$ cat config.mk
export PLATFORM = sky130hd
export DESIGN_NAME = serial_adder
export DESIGN_NICKNAME = d
export VERILOG_FILES = /design/src/rtl/arith_pkg.sv /design/src/rtl/full_adder_bit.sv /design/src/rtl/serial_adder.sv
export SDC_FILE = /design/constraint.sdc
export NUM_CORES = 1
export LEC_CHECK = 0
export ABC_CLOCK_PERIOD_IN_PS = 1800
export CAP_MARGIN = 40
export CORE_MARGIN = 2
export CORE_UTILIZATION = 48
export DETAILED_ROUTE_END_ITERATION = 10
export PLACE_DENSITY = 0.87
export SETUP_SLACK_MARGIN = 0.4
export SLEW_MARGIN = 20
export SYNTH_ARGS = -nofsm -noshare
export SYNTH_HDL_FRONTEND = slang
export SYNTH_HIERARCHICAL = 1
export SYNTH_SLANG_ARGS = --single-unit
$ cat constraint.sdc
create_clock -name clk -period 1.8 [get_ports clk]
set_clock_uncertainty 0.1 [all_clocks]
set_input_delay 0.18 -clock clk [delete_from_list [all_inputs] [get_ports clk]]
set_output_delay 0.18 -clock clk [all_outputs]
set_load 0.1 [all_outputs]
$ cat src/rtl/arith_pkg.sv
// Shared arithmetic unit-test definitions: the FSM state encoding and the
// legal operand-width range for the sequential adder.
package arith_pkg;

  // Operand widths the serial adder can be elaborated with.
  localparam int unsigned WIDTH_MIN = 2;
  localparam int unsigned WIDTH_MAX = 32;

  // Control states. The encoding is fixed because the fault simulator
  // refers to the state flops by value. 2'b11 is unused and recovers to IDLE.
  typedef enum logic [1:0] {
    IDLE = 2'b00,
    RUN  = 2'b01,
    DONE = 2'b10
  } state_t;

endpackage

$ cat src/rtl/full_adder_bit.sv
// One-bit full adder cell, built from gate primitives so that its structure
// matches the gate-level subtractor cell.
//   a, b : operand bits
//   ci   : carry in
//   s    : sum bit       (a ^ b ^ ci)
//   co   : carry out     (majority of a, b, ci)
module full_adder_bit (
  input  logic a,
  input  logic b,
  input  logic ci,
  output logic s,
  output logic co
);

  wire p;  // propagate
  wire g;  // generate
  wire t;  // carry propagated through from ci

  xor u_xor_p (p, a, b);
  xor u_xor_s (s, p, ci);
  and u_and_g (g, a, b);
  and u_and_t (t, p, ci);
  or  u_or_co (co, g, t);

endmodule

$ cat src/rtl/serial_adder.sv
// Bit-serial adder: computes {cout, sum} = a + b + cin one bit per clock,
// LSB first, through a single full-adder cell and a carry flop.
//   clk, rst_n          : clock, asynchronous active-low reset
//   in_valid / in_ready : operand handshake (accepted only in IDLE)
//   a, b, cin           : operands and carry-in
//   out_valid/out_ready : result handshake (result held in DONE)
//   sum, cout           : result; intermediate values outside DONE
module serial_adder
  import arith_pkg::*;
#(
  parameter int unsigned WIDTH = 8
) (
  input  logic             clk,
  input  logic             rst_n,
  input  logic             in_valid,
  output logic             in_ready,
  input  logic [WIDTH-1:0] a,
  input  logic [WIDTH-1:0] b,
  input  logic             cin,
  output logic             out_valid,
  input  logic             out_ready,
  output logic [WIDTH-1:0] sum,
  output logic             cout
);

  localparam int unsigned CNT_W = $clog2(WIDTH + 1);

  // Reject unsupported widths at elaboration.
  generate
    if ((WIDTH < WIDTH_MIN) || (WIDTH > WIDTH_MAX)) begin : g_width_check
      $error("serial_adder: WIDTH out of supported range");
    end
  endgenerate

  state_t             state;
  state_t             state_nxt;
  logic [WIDTH-1:0]   sa;
  logic [WIDTH-1:0]   sb;
  logic [WIDTH-1:0]   sr;
  logic               cy;
  logic [CNT_W-1:0]   cnt;
  logic               fa_s;
  logic               fa_co;
  logic               last_step;

  // The single full-adder cell works on the current LSBs and the carry.
  full_adder_bit u_fa (
    .a  (sa[0]),
    .b  (sb[0]),
    .ci (cy),
    .s  (fa_s),
    .co (fa_co)
  );

  // The step taken with cnt == WIDTH-1 produces the MSB.
  assign last_step = (cnt == CNT_W'(WIDTH - 1));

  // State register.
  always_ff @(posedge clk or negedge rst_n) begin
    if (!rst_n) begin
      state <= IDLE;
    end else begin
      state <= state_nxt;
    end
  end

  // Next-state logic; unused encodings fall back to IDLE.
  always_comb begin
    state_nxt = IDLE;
    case (state)
      IDLE:    state_nxt = in_valid ? RUN : IDLE;
      RUN:     state_nxt = last_step ? DONE : RUN;
      DONE:    state_nxt = out_ready ? IDLE : DONE;
      default: state_nxt = IDLE;
    endcase
  end

  // Handshake outputs decoded straight from the state register.
  always_comb begin
    in_ready  = 1'b0;
    out_valid = 1'b0;
    case (state)
      IDLE:    in_ready  = 1'b1;
      DONE:    out_valid = 1'b1;
      default: begin
        in_ready  = 1'b0;
        out_valid = 1'b0;
      end
    endcase
  end

  // Operand load, serial add step, and hold in DONE.
  always_ff @(posedge clk or negedge rst_n) begin
    if (!rst_n) begin
      sa  <= '0;
      sb  <= '0;
      sr  <= '0;
      cy  <= 1'b0;
      cnt <= '0;
    end else begin
      case (state)
        IDLE: begin
          if (in_valid) begin
            sa  <= a;
            sb  <= b;
            cy  <= cin;
            cnt <= '0;
          end
        end
        RUN: begin
          sr  <= {fa_s, sr[WIDTH-1:1]};
          sa  <= {1'b0, sa[WIDTH-1:1]};
          sb  <= {1'b0, sb[WIDTH-1:1]};
          cy  <= fa_co;
          cnt <= cnt + CNT_W'(1);
        end
        default: begin
          sa  <= sa;
          sb  <= sb;
          sr  <= sr;
          cy  <= cy;
          cnt <= cnt;
        end
      endcase
    end
  end

  // Result taps the result and carry flops directly.
  assign sum  = sr;
  assign cout = cy;

endmodule

==> results.tsv <==
stage	metric	value	unit
logic_synthesis	syn_avg_cell_area	10.9	sq um
drt	drc	0	
logic_synthesis	syn_area	1360	sq um
logic_synthesis	synth_top_area_share	57.1	%
global_route	gr-total-overflow	0	
die	coreArea	2710	sq um
sta	relSlewSlack	73.6	%
logic_synthesis	ys_async_sr_fraction	100	%
critical_path	cp.required	1.52	ns
sta	worst_slack	0.198	ns
pwr	leakage	0.000962	uW
die	die_area	3270	sq um
placement	dp_hpwl	2130	microns
logic_synthesis	yosys-top-cells-area	dfrtp_1 (57%), a22oi_1 (7.7%), o21ai_0 (6.6%)	
logic_synthesis	synth_largest_area_cell	dfrtp_1	
critical_path	start_kind	flip-flop	
sta	maxSlewViolCount	0	
logic_synthesis	synth.distinct_cells	24	
layout	final_core_util	79.1	%
drt	wl	3900	microns
die	num_rows	19	
sta	holdWs	0.113	ns
logic_synthesis	ys_seq_area_share	57.1	%
logic_synthesis	syn_inst	124	
die	die_h	57.2	microns
critical_path	path_max_fanout	4	
critical_path	critPathKind	flip-flop to output pin	
drt	routed-via-count	1211	
logic_synthesis	synth_fp_nets	147	
clock_network	cts_buffers	5	
run	cap_violations	0	
clock_network	cts_tree	yes	
drt	drtIter0Drc	56	
sta	fmax	0.624	GHz
sta	period_needed	1.60	ns
global_route	grt_pass1_vias	1199	
clock_network	cts.sinks	31	
drt	via_per_inst	5.85	
global_route	grt_pass1_wl	5610	microns
layout	syn2layout_area_growth	57.9	%
clock_network	h-tree-depth	2	
worst_hold_path	hold_path_class	primary input to async pin	
logic_synthesis	yosysMostFrequentCell	dfrtp_1	
clock_network	cts_hold_buf	0	
critical_path	rrSetupSlack	0.29	ns
die	ios	32	
global_route	antenna_found_initial	0	
clock_network	root_buffer	clkbuf_4	
sta	worst_pin_slew	0.395	ns
sta	finalCritPeriodShare	89.0	%
critical_path	worstPathCellList	buf_6 > nand2b_4 > clkinvlp_4 > buf_12	
placement	pre_cts_ws	0.0463	ns
global_route	grt_use_total	22.7	%
clock_network	clkLatencyLatePin	0.36	ns
sta	tns	0	ns
sta	setup_viol	0	
global_route	grt_max_degree	32	
drt	first_pass_iters	4	
layout	nets	198	
pwr	p_per_area	2000	nW/um^2
die	dieWidth	57.2	microns
critical_path	worstPathArrival	1.32	ns
drt	wl_per_cell	18.8	microns
sta	hold_viol_final	0	
logic_synthesis	synth_edf_count	0	
critical_path	end_kind	output pin	
clock_network	clock_path_buffers	2	
placement	gp_congestion	0.763	
layout	layout-drive-gt1-share	43.8	%
status	status	completed	
layout	antenna_cells	0	
logic_synthesis	synth_top_flop_cell	dfrtp_1	
logic_synthesis	yosysWarnings	6	
pwr	p_total	4290	uW
die	start_util	50.1	%
critical_path	max_stage_delay	0.46	ns
logic_synthesis	ys_ff_latch	31	
pwr	peakVddDrop	2.05	mV
placement	portBuffers	31	
logic_synthesis	synth_common_cells	dfrtp_1 (31), nand2_1 (20), o21ai_0 (18), a22oi_1 (14), buf_2 (7)	
critical_path	critPathSlowestCell	dfrtp_2	
drt	final_antenna_net_count	0	
clock_network	path_clk_slew	0.11	ns
sta	rsz0062_at_grt	true	
-- cells by family (layout without fill, tap and decap cells) --
logic type | count (synthesis) | count (layout) | share of synthesized area (%)
mux | 9 | 9 | 7.46
fa+ha+maj | 2 | 2 | 2.40
buf+inv | 11 | 62 | 3.69
flops | 31 | 31 | 57.1
compound gates | 41 | 41 | 19.3
simple gates | 30 | 31 | 10.0
-- power breakdown --
| part | total (uW) | internal [uW] | switching, uW |
|---|---|---|---|
| Sequential | 1280 | 1000 | 282 |
| Combinational | 2420 | 973 | 1440 |
| Clock | 593 | 328 | 265 |
-- metrics by stage --
step / std cells / cell area (sq um)
CTS: 200 / 1970
global placement: 185 / 1770
detailed placement: 185 / 1770
finish: 207 / 2140
global route: 207 / 2140
floorplan: 124 / 1390
-- worst max-delay path: cells and delay by family (launching register included) --
family	cells	cell delay [ns]
flip-flops	1	0.46
buffers and inverters	3	0.37
AND/OR/NAND/NOR	1	0.14
-- cells in the final DEF, fill, tap and decap left out, drive strengths merged --
cell type,n
a21oi,3
a22o,1
a22oi,14
a2bb2oi,1
a32o,1
and2,1
and3b,2
buf,31
bufinv,1
clkbuf,6
clkdlybuf4s50,20
clkinv,1
clkinvlp,1
dfrtp,31
fa,1
ha,1
inv,2
mux2,9
nand2,20
nand2b,3
nand3,1
nor2,3
nor2b,1
o21ai,18
o21bai,1
o31ai,1
o32ai,1
-- path summary, 6_finish.rpt --
check                      cells after the start   endpoint  startpoint
setup / recovery                               4  out_valid    state[0]
hold / removal                                 2      sa[1]       rst_n
setup reg to reg                               6     cnt[3]    state[1]
hold reg to reg                                1     sum[0]      sum[0]
max in group asynchronous                      2       cout       rst_n
min in group clk                               2   state[1]   out_ready
-- layer usage --
metal | vias to the layer above | routed length (microns) | global-route usage, %
met3 | 7 | 245 | 8.39
li1 | 547 | - | -
met4 | 0 | 54 | 5.65
met2 | 53 | 2020 | 39.9
met5 | - | 0 | 0
met1 | 604 | 1580 | 26.2
-- area by class of cell --
type / instances / area [sq um]
Sequential cell: 31 / 783
Multi-Input combinational cell: 83 / 669
Fill cell: 173 / 567
Timing Repair Buffer: 51 / 551
Clock buffer: 6 / 51.3
Tap cell: 31 / 38.8
Clock inverter: 2 / 35.0
Inverter: 3 / 15.0
-- registers in the layout (all words and copies together) (netlist names) --
signal / flops
sa: 8
sb: 8
sum: 8
cnt: 4
state: 2
cout: 1
-- what timing repair did --
item	CTS	global route
gates cloned	1	1
pin swaps	1	7
setup endpoints to repair	26	33
resized for setup	12	49
buffers inserted	6	6
Note: power is estimated with default switching activity, not from simulation.
